[config.mk]
export PLATFORM = sky130hd
export DESIGN_NAME = truth_table_sequencer
export DESIGN_NICKNAME = d
export VERILOG_FILES = /design/src/rtl/truth_table_sequencer_pkg.sv /design/src/rtl/truth_table_sequencer_compare.sv /design/src/rtl/truth_table_sequencer.sv
export SDC_FILE = /design/constraint.sdc
export NUM_CORES = 1
export LEC_CHECK = 0
export ABC_AREA = 1
export ABC_CLOCK_PERIOD_IN_PS = 3200
export CORE_MARGIN = 2
export CORE_UTILIZATION = 38
export DETAILED_ROUTE_END_ITERATION = 12
export SETUP_SLACK_MARGIN = 0.2
export SLEW_MARGIN = 20
export SYNTH_ARGS = -nofsm -noshare
export SYNTH_HDL_FRONTEND = slang
export SYNTH_SLANG_ARGS = --single-unit
[constraint.sdc]
create_clock -name clk -period 3.2 [get_ports clk]
set_clock_uncertainty 0.1 [all_clocks]
set_input_delay 0.96 -clock clk [delete_from_list [all_inputs] [get_ports clk]]
set_output_delay 0.96 -clock clk [all_outputs]
set_load 0.01 [all_outputs]
[src/rtl/truth_table_sequencer_pkg.sv]
// Shared definitions for the truth-table sequencer.
//   state_t      : sequencer FSM state encoding
//   NUM_VEC      : number of input vectors for the default 4-input unit
//   table_entry(): returns entry idx (n_out bits wide) of a packed truth table
package truth_table_sequencer_pkg;

    typedef enum logic [1:0] {
        ST_IDLE   = 2'd0,
        ST_APPLY  = 2'd1,
        ST_SAMPLE = 2'd2,
        ST_DONE   = 2'd3
    } state_t;

    localparam int N_IN_DEF  = 4;
    localparam int N_OUT_DEF = 2;
    localparam int NUM_VEC   = 2 ** N_IN_DEF;

    // Upper bounds for the generic table helper; callers zero-extend into these.
    localparam int TBL_MAX_W = 1024;
    localparam int OUT_MAX_W = 16;

    // Entry idx of a packed table with n_out bits per entry, zero-extended.
    function automatic logic [OUT_MAX_W-1:0] table_entry(
        input logic [TBL_MAX_W-1:0] tbl,
        input int unsigned          idx,
        input int unsigned          n_out
    );
        logic [TBL_MAX_W-1:0] shifted;
        logic [OUT_MAX_W-1:0] mask;
        shifted = tbl >> (idx * n_out);
        // n_out == OUT_MAX_W wraps the shift to zero, so the mask becomes all ones.
        mask    = (OUT_MAX_W'(1) << n_out) - OUT_MAX_W'(1);
        return shifted[OUT_MAX_W-1:0] & mask;
    endfunction

endpackage

[src/rtl/truth_table_sequencer_compare.sv]
// Combinational expected-response lookup and mismatch detection.
// Ports:
//   vec      in  N_IN   vector currently applied to the unit
//   resp     in  N_OUT  response returned by the unit
//   mismatch out 1      any bit of resp differs from EXP_TABLE[vec]
module truth_table_sequencer_compare
    import truth_table_sequencer_pkg::*;
#(
    parameter int                           N_IN      = 4,
    parameter int                           N_OUT     = 2,
    parameter logic [N_OUT*(2**N_IN)-1:0]   EXP_TABLE = '0
) (
    input  logic [N_IN-1:0]  vec,
    input  logic [N_OUT-1:0] resp,
    output logic             mismatch
);

    localparam logic [TBL_MAX_W-1:0] TBL_EXT = TBL_MAX_W'(EXP_TABLE);

    logic [OUT_MAX_W-1:0] expected;

    always_comb begin
        expected = table_entry(TBL_EXT, 32'(vec), N_OUT);
        // Compare at full helper width; upper bits of expected are zero.
        mismatch = (expected != OUT_MAX_W'(resp));
    end

endmodule

[src/rtl/truth_table_sequencer.sv]
// Stimulus/check controller for a small combinational unit: sweeps all
// input vectors in ascending order, holds each for DWELL cycles, samples the
// response and compares it with EXP_TABLE.
// Ports:
//   clk, rst_n        clock, async active-low reset
//   start             launch a sweep (IDLE only)
//   abort             stop a running sweep, no done pulse
//   resp              response from the unit ({f,g})
//   vec               stimulus to the unit ({a,b,c,d})
//   busy              high in APPLY and SAMPLE
//   done              one-cycle pulse at the end of a completed sweep
//   pass              last completed sweep had no mismatches
//   err_count         mismatching vectors in current/last sweep
//   first_fail_valid  a mismatch has been seen in current/last sweep
//   first_fail_idx    index of the first mismatching vector
//
// state  | meaning
// IDLE   | waiting for start
// APPLY  | vec driven, waiting DWELL cycles for the unit to settle
// SAMPLE | resp compared against the table, advance or finish
// DONE   | one-cycle completion, done pulse and pass update
module truth_table_sequencer
    import truth_table_sequencer_pkg::*;
#(
    parameter int                           N_IN      = 4,
    parameter int                           N_OUT     = 2,
    parameter int                           DWELL     = 2,
    parameter logic [N_OUT*(2**N_IN)-1:0]   EXP_TABLE = '0
) (
    input  logic             clk,
    input  logic             rst_n,
    input  logic             start,
    input  logic             abort,
    input  logic [N_OUT-1:0] resp,
    output logic [N_IN-1:0]  vec,
    output logic             busy,
    output logic             done,
    output logic             pass,
    output logic [N_IN:0]    err_count,
    output logic             first_fail_valid,
    output logic [N_IN-1:0]  first_fail_idx
);

    localparam int DCW = (DWELL > 1) ? $clog2(DWELL) : 1;

    state_t          state, state_d;
    logic [DCW-1:0]  dwell_cnt, dwell_d;
    logic [N_IN-1:0] vec_d;
    logic            busy_d, done_d, pass_d;
    logic [N_IN:0]   err_d;
    logic            ffv_d;
    logic [N_IN-1:0] ffi_d;
    logic            mismatch;

    truth_table_sequencer_compare #(
        .N_IN      (N_IN),
        .N_OUT     (N_OUT),
        .EXP_TABLE (EXP_TABLE)
    ) u_compare (
        .vec      (vec),
        .resp     (resp),
        .mismatch (mismatch)
    );

    always_ff @(posedge clk or negedge rst_n) begin
        if (!rst_n) begin
            state            <= ST_IDLE;
            dwell_cnt        <= '0;
            vec              <= '0;
            busy             <= 1'b0;
            done             <= 1'b0;
            pass             <= 1'b0;
            err_count        <= '0;
            first_fail_valid <= 1'b0;
            first_fail_idx   <= '0;
        end else begin
            state            <= state_d;
            dwell_cnt        <= dwell_d;
            vec              <= vec_d;
            busy             <= busy_d;
            done             <= done_d;
            pass             <= pass_d;
            err_count        <= err_d;
            first_fail_valid <= ffv_d;
            first_fail_idx   <= ffi_d;
        end
    end

    always_comb begin
        state_d = state;
        dwell_d = dwell_cnt;
        vec_d   = vec;
        busy_d  = 1'b0;
        done_d  = 1'b0;
        pass_d  = pass;
        err_d   = err_count;
        ffv_d   = first_fail_valid;
        ffi_d   = first_fail_idx;

        unique case (state)
            ST_IDLE: begin
                if (start) begin
                    state_d = ST_APPLY;
                    vec_d   = '0;
                    dwell_d = '0;
                    err_d   = '0;
                    ffv_d   = 1'b0;
                    ffi_d   = '0;
                    pass_d  = 1'b0;
                    busy_d  = 1'b1;
                end
            end

            ST_APPLY: begin
                if (abort) begin
                    state_d = ST_IDLE;
                    vec_d   = '0;
                    dwell_d = '0;
                end else if (dwell_cnt == DCW'(DWELL - 1)) begin
                    state_d = ST_SAMPLE;
                    dwell_d = '0;
                    busy_d  = 1'b1;
                end else begin
                    dwell_d = dwell_cnt + DCW'(1);
                    busy_d  = 1'b1;
                end
            end

            ST_SAMPLE: begin
                // Abort takes priority over the final sample, so no done pulse.
                if (abort) begin
                    state_d = ST_IDLE;
                    vec_d   = '0;
                    dwell_d = '0;
                end else begin
                    if (mismatch) begin
                        err_d = err_count + (N_IN+1)'(1);
                        if (!first_fail_valid) begin
                            ffv_d = 1'b1;
                            ffi_d = vec;
                        end
                    end
                    if (&vec) begin
                        state_d = ST_DONE;
                        vec_d   = '0;
                        done_d  = 1'b1;
                        pass_d  = (err_d == '0);
                    end else begin
                        state_d = ST_APPLY;
                        vec_d   = vec + N_IN'(1);
                        dwell_d = '0;
                        busy_d  = 1'b1;
                    end
                end
            end

            ST_DONE: begin
                state_d = ST_IDLE;
            end

            default: begin
                state_d = ST_IDLE;
                vec_d   = '0;
                dwell_d = '0;
            end
        endcase
    end

endmodule

**After elaboration in Yosys (flattened, before gate mapping)**

Index checks and enable logic that the tools add are counted.

- Mux-type cells: 41
- Eq/ne operators: 12
- Reductions and logical operators: 12
- Shifts and indexed selects: 1
- Add/sub/neg operators: 3

Operators with widths:

| operator | number |
|---|---|
| $mux 4 | 7 |
| $mux 5 | 5 |
| $mux 1 | 16 |
| $ne 2x2->1 const B | 6 |
| $pmux 4 s3 | 1 |
| $reduce_and 4->1 | 3 |
| $mux 2 | 5 |
| $pmux 5 s2 | 1 |
| $reduce_and 3->1 | 3 |
| $pmux 2 s4 | 1 |
| $pmux 4 s2 | 1 |
| $ne 3x3->1 const B | 2 |
| $pmux 1 s3 | 2 |
| $add 5x1->5 const B | 1 |
| $logic_not 5->1 | 1 |
| $reduce_and 5->1 | 1 |
| $shr 1x5->2 const A | 1 |
| $add 4x1->4 const B | 1 |
| $eq 2x2->1 const B | 2 |
| $pmux 1 s2 | 2 |
| $reduce_bool 3->1 | 1 |
| $eq 2x1->1 const B | 1 |
| $logic_not 2->1 | 1 |
| $ne 2x2->1 | 1 |
| other kinds (3) | 3 |

- Register bits after elaboration: 20
- Output and inout port bits: 17

**Logic depth before layout (Yosys ltp)**

Gate-level depths: netlist of run 1.

- Depth after elaboration: 9
- Gate-level depth with buffers: 9

**Cells and area by module**

From an unflattened synthesis of run 1, not the netlist that was laid out.

- Cell total of the unflattened synthesis: 121
- Area total of the unflattened synthesis: 1007.2 sq um

By module, submodules not included:

| module | area each (sq um) | seq. area each (sq um) | instances | cells each |
|---|---|---|---|---|
| truth_table_sequencer | 996.0 | 500.5 | 1 | 118 |
| truth_table_sequencer_compare | 11.3 | 0.0 | 1 | 3 |

**Least setup slack after synthesis of run 1**

Ideal clock, no wire load.

- Kind: input to register
- Start: input abort
- End: register state[1]
- Cell stages on the path: 5
- Arrival time: 1529 ps
- Buffers on the path: 0
- Slack: 1447 ps
- Data required time: 2976 ps
- Cells stage by stage: inv_1 -> nand3_1 -> or2_1 -> nand2_1 -> a21oi_1

- Word-level cells in the longest chain between the ends: 2
- Elaborated cells between the ends (all ways): 5

RTL lines:

| element | RTL line | source |
|---|---|---|
| start: declaration | truth_table_sequencer.sv:33 | `input logic abort,` |
| $mux 2 (tied with other cells) | truth_table_sequencer.sv:131 | `if (abort) begin` |
| $pmux 2 s4 or $reduce_and 2->1 (tied branches) | n/a |  |
| end signal: assignment | truth_table_sequencer.sv:77 | `state <= state_d;` |
| end: declaration | truth_table_sequencer.sv:46 | `state_t state, state_d;` |

Several ways; a longest one is shown, not always the timed one.
A chain may end at the register's enable or synchronous reset.

**Worst setup path after layout of run 1**

- Start: register vec[0]
- End: output vec[0]

RTL lines:

| element | RTL line | source |
|---|---|---|
| start: declaration | truth_table_sequencer.sv:35 | `output logic [N_IN-1:0] vec,` |
| start signal: assignment | truth_table_sequencer.sv:79 | `vec <= vec_d;` |

No word-level cell between the ends.

==> metrics.yaml, run 1 <==
status: "complete, no violations"
final_layout_size_suffix_gt1_share_pct: 11.5
netlist.top_cell.by_area: "sky130_fd_sc_hd__dfrtp_1"
p_total_uw: 765
port_buffers: 22
worst_slew_pin_slew_ns: 0.270
rsz0062_at_grt: "false"
antenna_cells_inserted: 0
final_layout_net_count: 166
fp.dieH_um: 56.3
kind_of_cell_adding_the_most_delay_to_the_critical_path: "buffers and inverters"
critical-path-max-stage-delay_ns: 0.58
cts_resized: 0
cts_num_sinks: 20
grt_util_all_layers_pct: 16.0
die_width_um: 56.3
netlist_top_cells_area: "sky130_fd_sc_hd__dfrtp_1 48%, sky130_fd_sc_hd__nand2_1 13%, sky130_fd_sc_hd__inv_1 6.9%"
count_leader_synth: "sky130_fd_sc_hd__nand2_1"
ctsRootBufferMaster: "sky130_fd_sc_hd__clkbuf_4"
wirelength_mm: 2.28
synth_warnings: 0
layout.area.seq_sq_um: 500
report.final.setup_viol: 0
timing.final.crit_period_ns: 2.42
pin_count_of_the_biggest_net_entering_global_routing: 21
grt_remaining_overflow: 0
top_level_ports: 23
num_vias: 935
hold_path.class: "reg -> reg"
detail_route.iter0.violations: 26
timing.final.crit_share_pct: 75.5
yosys_most_used_dff: "sky130_fd_sc_hd__dfrtp_1"
drcViolationCount: 0
syn_inst: 130
number_of_inserted_filler_cells_in_the_final_layout: 249
multi_input_comb_area_sq_um: 454
start_util_pct: 41.2
synthesis.nets: 138
post-cts-setup-buffers: 0
synth_largest_type_area_fraction_pct: 48.2
worst_ir_drop_vdd_uv: 329
critical_path.endpoint_type: "output pin"
synth.ff_latch_count: 20
synth_cell_types: 20
global_route_wire_length_before_repair_mm: 4.08
drt-wirelength-per-cell_um: 12.2
area_delta_synth_final_pct: 29.0
synthArstFlopShare_pct: 100
cts_inserted_buffers: 3
design.core.area_sq_mm: 0.00252
setup-tns-final_ns: 0
die_area_sq_mm: 0.00317
synth_top_cells_by_count: "35 x sky130_fd_sc_hd__nand2_1, 20 x sky130_fd_sc_hd__dfrtp_1, 19 x sky130_fd_sc_hd__inv_1"
syn_area_per_cell_sq_um: 7.99
cts_max_level: 1
clkTransAtPathRegs_ns: 0.11
netlist_area_sq_mm: 0.00104
p_leak_nw: 0.693
place.gp.congestion: 0.795
synth_simple_gate_area_share_pct: 28.7
yosysSeqAreaShare_pct: 48.2
postRouteAntennaNets: 0
cts_tree: "done"
placementRows: 18
synth_compound_gate_area_share_pct: 12.7
achievable-frequency_ghz: 0.414
crit_path_cell_trace: "clkdlybuf4s50_1"
largest_family_of_logic_cells_by_synthesized_area: "simple AND/OR/NAND/NOR gates"
drv.max_cap_violation_count: 0
synth_edf_count: 0
timing_worst_setup_path_type: "reg -> out"
worst-endpoint-arrival_ns: 1.36
final_max_slew_viol_count: 0
critPathLaunchType: "register"
placed_wire_length_estimate_mm: 1.68
slew_headroom_pct: 82.0
final-hold-violation-count: 0
initial_antenna_violation_count: 0
insertion_delay_ns: 0.29
synth.mux.area_fraction_pct: 0
dr.pass1.iters: 4
vias_per_cell: 5.00
pwr_density_cell_mw_per_mm2: 571
worst-endpoint-required_ns: 2.14
holdBufCountCts: 0
crit_slowest_cell: "sky130_fd_sc_hd__clkdlybuf4s50_1"
via_count_of_the_first_global_routing_pass: 934
synth-adder-area-share_pct: 2.41
cp_max_fo: 6
deepest_clock_path_buffer_count: 2
critPathBufInv: 1
synth-xor-area-share_pct: 0
[registers in the layout, indices dropped and copies added, names as in the netlist]
register,cells
dwell_cnt,1
done,1
err_count,5
first_fail_idx,4
state,2
vec,4
busy,1
pass,1
first_fail_valid,1
[report_power, final]
group | total (mW) | internal [mW] | switching [mW] | leakage, nW
sequential | 0.335 | 0.292 | 0.0432 | 0.273
combinational | 0.285 | 0.113 | 0.172 | 0.399
clock | 0.146 | 0.0693 | 0.0763 | 0.0210
total | 0.765 | 0.473 | 0.292 | 0.693
[cell usage in the layout (no fill, tap or decap), drive strengths merged]
master	Yosys	layout
nand2	39	39
ha	2	2
or2	1	1
inv	21	21
nor2	10	10
o21a	1	1
buf	0	1
a21oi	6	6
clkdlybuf4s50	0	22
o22ai	5	5
clkinv	1	1
dfrtp	20	20
o31ai	1	1
o21ai	10	10
clkbuf	0	4
nand3	13	13
[through the flow]
stage | hold WS (ns) | setup slack [ns] | cells | util [%] | area (sq um)
6_report | 0.380 | 0.784 | 187 | 53.1 | 1340
5_1_grt | 0.429 | 0.723 | 187 | 53.1 | 1340
4_1_cts | 0.383 | 0.767 | 187 | 53.1 | 1340
3_5_place_dp | 0.358 | 0.866 | 183 | 51.7 | 1300
3_3_place_gp | 0.357 | 0.880 | 183 | 51.7 | 1300
2_1_floorplan | 0.334 | 1.45 | 130 | - | 1040
[cell type report]
| cell class | count | area share [%] |
|---|---|---|
| repair buffers | 23 | 17.0 |
| multi-input cells | 88 | 33.9 |
| clock buffers | 4 | 2.71 |
| flip-flops and latches | 20 | 37.3 |
| well taps | 30 | 2.80 |
| inverters | 22 | 6.26 |
[cell families (layout without fill, tap and decap cells)]
family                     Yosys count  in the layout
AOI/OAI and AO/OA                   23             23
adders and majority gates            2              2
buffers and inverters               22             49
DFF                                 20             20
and+or+nand+nor                     63             63
[per-layer routing]
layer | GRT usage (%) | routed length [um]
met1 | 22.2 | 1140
met2 | 25.4 | 1050
met3 | 2.53 | 81
met4 | 5.78 | 13
met5 | 0 | 0
[worst min-delay path, delay by kind of cell, from the launching register on]
kind / cells / cell delay (ns)
flops: 1 / 0.35
simple gates: 2 / 0.10
[path summary, 6_finish.rpt]
check	from	end	slack, ns	depth (start not counted)
min in group asynchronous	rst_n	dwell_cnt	0.89	2
min reg2reg	dwell_cnt	dwell_cnt	0.38	2
max	vec[0]	vec[0]	0.78	1
max reg2reg	vec[0]	pass	1.72	9
min	dwell_cnt	dwell_cnt	0.38	2
max in group asynchronous	rst_n	busy	1.90	2
No activity file was read; power rests on OpenSTA's default activity.
==> run 2, diff against run 1 <==
--- a/config.mk
+++ b/config.mk
@@ -6,10 +6,11 @@
 export NUM_CORES = 1
 export LEC_CHECK = 0
 export ABC_AREA = 1
-export ABC_CLOCK_PERIOD_IN_PS = 3200
+export ABC_CLOCK_PERIOD_IN_PS = 2100
 export CORE_MARGIN = 2
 export CORE_UTILIZATION = 38
 export DETAILED_ROUTE_END_ITERATION = 12
+export PLACE_DENSITY = 0.65
 export SETUP_SLACK_MARGIN = 0.2
 export SLEW_MARGIN = 20
 export SYNTH_ARGS = -nofsm -noshare
==> constraint.sdc (replaced) <==
create_clock -name clk -period 2.1 [get_ports clk]
set_clock_uncertainty 0.1 [all_clocks]
set_input_delay 0.63 -clock clk [delete_from_list [all_inputs] [get_ports clk]]
set_output_delay 0.63 -clock clk [all_outputs]
set_load 0.01 [all_outputs]
==> metrics.yaml, run 2 (synthesis results as in run 1) <==
status: "complete, no violations"  # unchanged
crit_slowest_cell: "sky130_fd_sc_hd__dfrtp_1"  # was sky130_fd_sc_hd__clkdlybuf4s50_1
initial_antenna_violation_count: 0  # unchanged
placementRows: 18  # unchanged
rsz0062_at_grt: "false"  # unchanged
drcViolationCount: 0  # unchanged
multi_input_comb_area_sq_um: 454  # unchanged
timing.final.crit_period_ns: 1.73
final_core_util_pct: 55.1  # was 53.1%
crit_path_cell_trace: "dlygate4sd2_1"  # was clkdlybuf4s50_1
fp.dieH_um: 56.3  # unchanged
pin_count_of_the_biggest_net_entering_global_routing: 21  # unchanged
design.core.area_sq_mm: 0.00252  # unchanged
num_vias: 977  # was 935
layout_commonest_cell: "sky130_fd_sc_hd__nand2_1"  # unchanged
global_route_wire_length_before_repair_mm: 3.87  # was 4.08 mm
final-hold-violation-count: 0  # unchanged
critPathLaunchType: "register"  # unchanged
insertion_delay_ns: 0.30  # was 0.29 ns
drt-wirelength-per-cell_um: 11.5  # was 12.2 um
cts_max_level: 1  # unchanged
report.final.setup_viol: 0  # unchanged
wirelength_mm: 2.26  # was 2.28 mm
postRouteAntennaNets: 0  # unchanged
grt_remaining_overflow: 0  # unchanged
met2WireLength_mm: 1.07  # was 1.05 mm
largestRegisters: "err_count (5), first_fail_idx (4), vec (4)"  # unchanged
number_of_cell_instances_on_the_worst_register_to_register_path: 7  # was 9
setup-tns-final_ns: 0  # unchanged
pwr_density_cell_mw_per_mm2: 844  # was 571 mW/mm^2
start_util_pct: 41.2  # unchanged
port_buffers: 22  # unchanged
p_leak_nw: 0.833  # was 0.693 nW
worst_ir_drop_vdd_uv: 563  # was 329 uV
vias_per_cell: 4.98  # was 5.00
layout.area.seq_sq_um: 500  # unchanged
timing.hold.worst_path_depth: 2  # unchanged
cp_max_fo: 2  # was 6
critical-path-max-stage-delay_ns: 0.41  # was 0.58 ns
placed_wire_length_estimate_mm: 1.64  # was 1.68 mm
worst_slew_pin_slew_ns: 0.282  # was 0.270 ns
antenna_cells_inserted: 0  # unchanged
cts_num_sinks: 20  # unchanged
timing_worst_setup_path_type: "reg -> out"  # unchanged
die_width_um: 56.3  # unchanged
place.gp.congestion: 0.828  # was 0.795
via_count_of_the_first_global_routing_pass: 905  # was 934
kind_of_cell_adding_the_most_delay_to_the_critical_path: "flip-flops"  # was buffers and inverters
final_layout_size_suffix_gt1_share_pct: 16.3  # was 11.5%
detail_route.iter0.violations: 26  # unchanged
routedLengthMet1_mm: 1.06  # was 1.14 mm
timing.final.crit_share_pct: 82.6
grt_util_all_layers_pct: 15.4  # was 16.0%
met3RoutedLength_um: 94  # was 81 um
register_with_the_most_flip_flops: "err_count"  # unchanged
hold_path.class: "reg -> reg"  # unchanged
critPathBufInv: 1  # unchanged
cts_tree: "done"  # unchanged
worst_setup_path_startpoint: "vec[2]"  # was vec[0]
commonest_non_fill_non_tap_cells_in_the_layout: "35 x sky130_fd_sc_hd__nand2_1, 20 x sky130_fd_sc_hd__dfrtp_1, 19 x sky130_fd_sc_hd__inv_1"  # was 35 x sky130_fd_sc_hd__nand2_1, 22 x sky130_fd_sc_hd__clkdlybuf4s50_1, 20 x sky130_fd_sc_hd__dfrtp_1
worst-endpoint-required_ns: 1.37  # was 2.14 ns
ctsRootBufferMaster: "sky130_fd_sc_hd__clkbuf_4"  # unchanged
final_layout_net_count: 175  # was 166
deepest_clock_path_buffer_count: 2  # unchanged
top_level_ports: 23  # unchanged
slew_headroom_pct: 81.1  # was 82.0%
die_area_sq_mm: 0.00317  # unchanged
highest_signal_layer: "met4"  # unchanged
holdBufCountCts: 0  # unchanged
number_of_inserted_filler_cells_in_the_final_layout: 257  # was 249
rrSetupSlack_ns: 0.58  # was 1.72 ns
critical_path.endpoint_type: "output pin"  # unchanged
cts_inserted_buffers: 3  # unchanged
final_max_slew_viol_count: 0  # unchanged
clkTransAtPathRegs_ns: 0.11  # about the same
reg2reg_to: "pass"  # unchanged
worst-endpoint-arrival_ns: 1.00  # was 1.36 ns
r2r-start: "err_count[0]"  # was vec[0]
achievable-frequency_ghz: 0.577
crit_cells: 1  # unchanged
max_ffs_per_register: 5  # unchanged
drv.max_cap_violation_count: 0  # unchanged
dr.pass1.iters: 4  # unchanged
area_delta_synth_final_pct: 33.9  # was 29.0%
crit_end: "vec[2]"  # was vec[0]
-- run 2: changes by cell type in the layout (fill, tap and decap cells not counted) --
cell                              before  now
sky130_fd_sc_hd__dlymetal6s2s_1        0    1
sky130_fd_sc_hd__clkdlybuf4s50_1      22    5
sky130_fd_sc_hd__dlygate4sd2_1         0   16
sky130_fd_sc_hd__buf_4                 1   10
-- run 2: worst min-delay path by stage --
stage	start	end	slack (ns)
final	dwell_cnt	dwell_cnt	0.37
after global routing	dwell_cnt	dwell_cnt	0.43
after CTS	dwell_cnt	dwell_cnt	0.38
after detailed placement	dwell_cnt	dwell_cnt	0.36
after global placement	dwell_cnt	dwell_cnt	0.35
after floorplan	rst_n	busy	0.23
-- run 2: routing by layer --
layer / GRT usage, % / up-vias
li1: - / 493
met1: 21.0 / 461
met2: 24.2 / 19
met3: 2.53 / 4
met4: 6.46 / 0
met5: 0 / -
-- run 2: layout make-up --
class / count / share of cell area, %
timing repair buffer: 32 / 20.0
sequential: 20 / 36.0
multi-input combinational: 88 / 32.7
inverter: 22 / 6.03
tap: 30 / 2.70
clock buffer: 4 / 2.61
-- run 2: report_power, final --
part	internal, mW	switching (mW)
logic	0.176	0.283
clock network	0.106	0.115
registers	0.444	0.0487
-- run 2: timing repair --
action,CTS,global route
setup buffers,9,0
resized for setup,16,1
setup endpoints to repair,17,1
pin swaps,0,0
-- run 2: through the flow --
step	instance area (sq um)	setup WS, ns	hold slack [ns]	power (mW)	std cells
finish	1390	0.365	0.374	1.17	196
global route	1390	0.287	0.427	1.27	196
CTS	1390	0.145	0.383	1.19	196
detailed placement	1300	0.0769	0.358	0.951	183
global placement	1300	0.111	0.350	0.944	183
floorplan	1040	0.677	0.234	0.792	130
==> run 3, diff against run 2 <==
--- a/config.mk
+++ b/config.mk
@@ -6,11 +6,10 @@
 export NUM_CORES = 1
 export LEC_CHECK = 0
 export ABC_AREA = 1
-export ABC_CLOCK_PERIOD_IN_PS = 2100
+export ABC_CLOCK_PERIOD_IN_PS = 1770
 export CORE_MARGIN = 2
 export CORE_UTILIZATION = 38
 export DETAILED_ROUTE_END_ITERATION = 12
-export PLACE_DENSITY = 0.65
 export SETUP_SLACK_MARGIN = 0.2
 export SLEW_MARGIN = 20
 export SYNTH_ARGS = -nofsm -noshare
==> constraint.sdc (replaced) <==
create_clock -name clk -period 1.77 [get_ports clk]
set_clock_uncertainty 0.1 [all_clocks]
set_input_delay 0.531 -clock clk [delete_from_list [all_inputs] [get_ports clk]]
set_output_delay 0.531 -clock clk [all_outputs]
set_load 0.01 [all_outputs]
==> metrics.yaml, run 3 (synthesis results as in run 1) <==
status: "complete, no violations"  # unchanged
die_area_sq_mm: 0.00317  # unchanged
design.core.area_sq_mm: 0.00252  # unchanged
top_level_ports: 23  # unchanged
fp.dieH_um: 56.3  # unchanged
dpl_cell_area_sq_mm: 0.00139  # was 0.00130 sq mm
final_cell_count_no_fill: 208  # was 196
multi_input_comb_area_sq_um: 478  # was 454 sq um
pre_cts_ws_ns: -0.124  # was 0.0769 ns
largestRegisters: "err_count (5), first_fail_idx (4), vec (4)"  # unchanged
final_max_slew_viol_count: 0  # unchanged
cts_inserted_buffers: 3  # unchanged
rrSetupSlack_ns: 0.31  # was 0.58 ns
p_leak_nw: 0.847  # was 0.833 nW
clkTransAtPathRegs_ns: 0.12  # was 0.11 ns
cts_max_level: 1  # unchanged
placed_wire_length_estimate_mm: 1.80  # was 1.64 mm
die_width_um: 56.3  # unchanged
timing.final.crit_share_pct: 86.7
layout_commonest_cell: "sky130_fd_sc_hd__nand2_1"  # unchanged
worst-endpoint-arrival_ns: 1.67  # was 1.00 ns
global_route_wire_length_before_repair_mm: 4.33  # was 3.87 mm
worst_slack_ns: 0.236  # was 0.365 ns
final-hold-violation-count: 0  # unchanged
grt_util_all_layers_pct: 17.5  # was 15.4%
antenna_cells_inserted: 0  # unchanged
final_layout_net_count: 187  # was 175
r2r-start: "state[1]"  # was err_count[0]
drt-wirelength-per-cell_um: 12.6  # was 11.5 um
worst-endpoint-required_ns: 1.90  # was 1.37 ns
area_delta_synth_final_pct: 38.8  # was 33.9%
pwr_density_cell_mw_per_mm2: 1030  # was 844 mW/mm^2
hold_path.class: "reg -> reg"  # unchanged
rsz0062_at_grt: "true"  # was false
worst_ir_drop_vdd_uv: 756  # was 563 uV
detail_route.iter0.violations: 16  # was 26
whs_endpoint: "dwell_cnt"  # unchanged
place.gp.congestion: 0.797  # was 0.828
register_with_the_most_flip_flops: "err_count"  # unchanged
wirelength_mm: 2.61  # was 2.26 mm
slew_headroom_pct: 81.3  # was 81.1%
report.final.setup_viol: 0  # unchanged
vias_per_cell: 4.90  # was 4.98
deepest_clock_path_buffer_count: 2  # unchanged
worst_hold_slack_ns: 0.391  # was 0.374 ns
drv.max_cap_violation_count: 0  # unchanged
ctsRootBufferMaster: "sky130_fd_sc_hd__clkbuf_4"  # unchanged
number_of_cell_instances_on_the_worst_register_to_register_path: 7  # unchanged
final_layout_size_suffix_gt1_share_pct: 34.3  # was 16.3%
final_core_util_pct: 57.1  # was 55.1%
number_of_inserted_filler_cells_in_the_final_layout: 246  # was 257
insertion_delay_ns: 0.30  # about the same
critPathLaunchType: "primary input"  # was register
num_vias: 1019  # was 977
placementRows: 18  # unchanged
start_util_pct: 41.2  # unchanged
dp_cells: 194  # was 183
dr.pass1.iters: 4  # unchanged
commonest_non_fill_non_tap_cells_in_the_layout: "34 x sky130_fd_sc_hd__nand2_1, 22 x sky130_fd_sc_hd__buf_4, 20 x sky130_fd_sc_hd__dfrtp_1"  # was 35 x sky130_fd_sc_hd__nand2_1, 20 x sky130_fd_sc_hd__dfrtp_1, 19 x sky130_fd_sc_hd__inv_1
timing.hold.worst_path_depth: 2  # unchanged
timing.final.crit_period_ns: 1.53
cts_num_sinks: 20  # unchanged
grt_remaining_overflow: 0  # unchanged
via_count_of_the_first_global_routing_pass: 974  # was 905
layout.area.seq_sq_um: 500  # unchanged
drcViolationCount: 0  # unchanged
port_buffers: 22  # unchanged
critical_path.endpoint_type: "register"  # was output pin
achievable-frequency_ghz: 0.652
cts_tree: "done"  # unchanged
cp_max_fo: 5  # was 2
max_ffs_per_register: 5  # unchanged
final_area_sq_mm: 0.00144  # was 0.00139 sq mm
setup-tns-final_ns: 0  # unchanged
timing_worst_setup_path_type: "in -> reg"  # was reg -> out
reg2reg_to: "vec[2]"  # was pass
holdCritStartpoint: "dwell_cnt"  # unchanged
pin_count_of_the_biggest_net_entering_global_routing: 21  # unchanged
worst_slew_pin_slew_ns: 0.281  # was 0.282 ns
initial_antenna_violation_count: 0  # unchanged
postRouteAntennaNets: 0  # unchanged
p_total_mw: 1.48  # was 1.17 mW
## run 3: cell types whose count changed in the layout (fill, tap and decap cells not counted), moves of 2 or more
cell / previous run / this run
sky130_fd_sc_hd__buf_2: 0 / 7
sky130_fd_sc_hd__buf_4: 10 / 22
sky130_fd_sc_hd__clkbuf_2: 0 / 10
sky130_fd_sc_hd__clkdlybuf4s50_1: 5 / 3
sky130_fd_sc_hd__dlygate4sd2_1: 16 / 0
sky130_fd_sc_hd__nand3_1: 12 / 10
sky130_fd_sc_hd__nand3_2: 1 / 3
## run 3: worst max-delay path, cell delays in order
cell	delay [ns]
sky130_fd_sc_hd__clkdlybuf4s50_1	0.50
sky130_fd_sc_hd__inv_1	0.10
sky130_fd_sc_hd__nand3_2	0.11
sky130_fd_sc_hd__nand3_2	0.12
sky130_fd_sc_hd__inv_1	0.12
sky130_fd_sc_hd__nand2_1	0.06
sky130_fd_sc_hd__a21oi_1	0.13
## run 3: worst max-delay path by stage
stage                  from  slack (ns)  cells after the start      endpoint
5_1_grt               abort        0.17                      7        vec[2]
4_1_cts        err_count[2]        0.19                      1  err_count[2]
3_3_place_gp        resp[1]       -0.09                      9          pass
2_1_floorplan  err_count[0]        0.41                      6          pass
6_report              abort        0.24                      7        vec[2]
3_5_place_dp        resp[1]       -0.12                      8          pass
## run 3: layout make-up
cell class,count,area share (%)
Inverter,22,5.82
Clock buffer,4,2.52
Sequential cell,20,34.7
Tap cell,30,2.60
Timing Repair Buffer,44,21.2
Multi-Input combinational cell,88,33.2
## run 3: routing by layer
metal	global-route usage, %	share of wire, %	vias to the layer above
met4	6.80	0.69	0
met2	29.7	50	23
met3	2.30	4.0	2
met1	22.5	45	479
met5	0	0	-
li1	-	-	515
## run 3: report_power, final
group / internal, mW / leakage [nW] / total, mW / switching [mW]
registers: 0.527 / 0.273 / 0.593 / 0.0664
clock network: 0.125 / 0.0210 / 0.273 / 0.147
logic: 0.246 / 0.553 / 0.611 / 0.365
## run 3: timing repair
action                     CTS  global route
setup endpoints to repair   18            21
setup buffers                8             2
resized for setup           45            22
hold buffers                 0             0
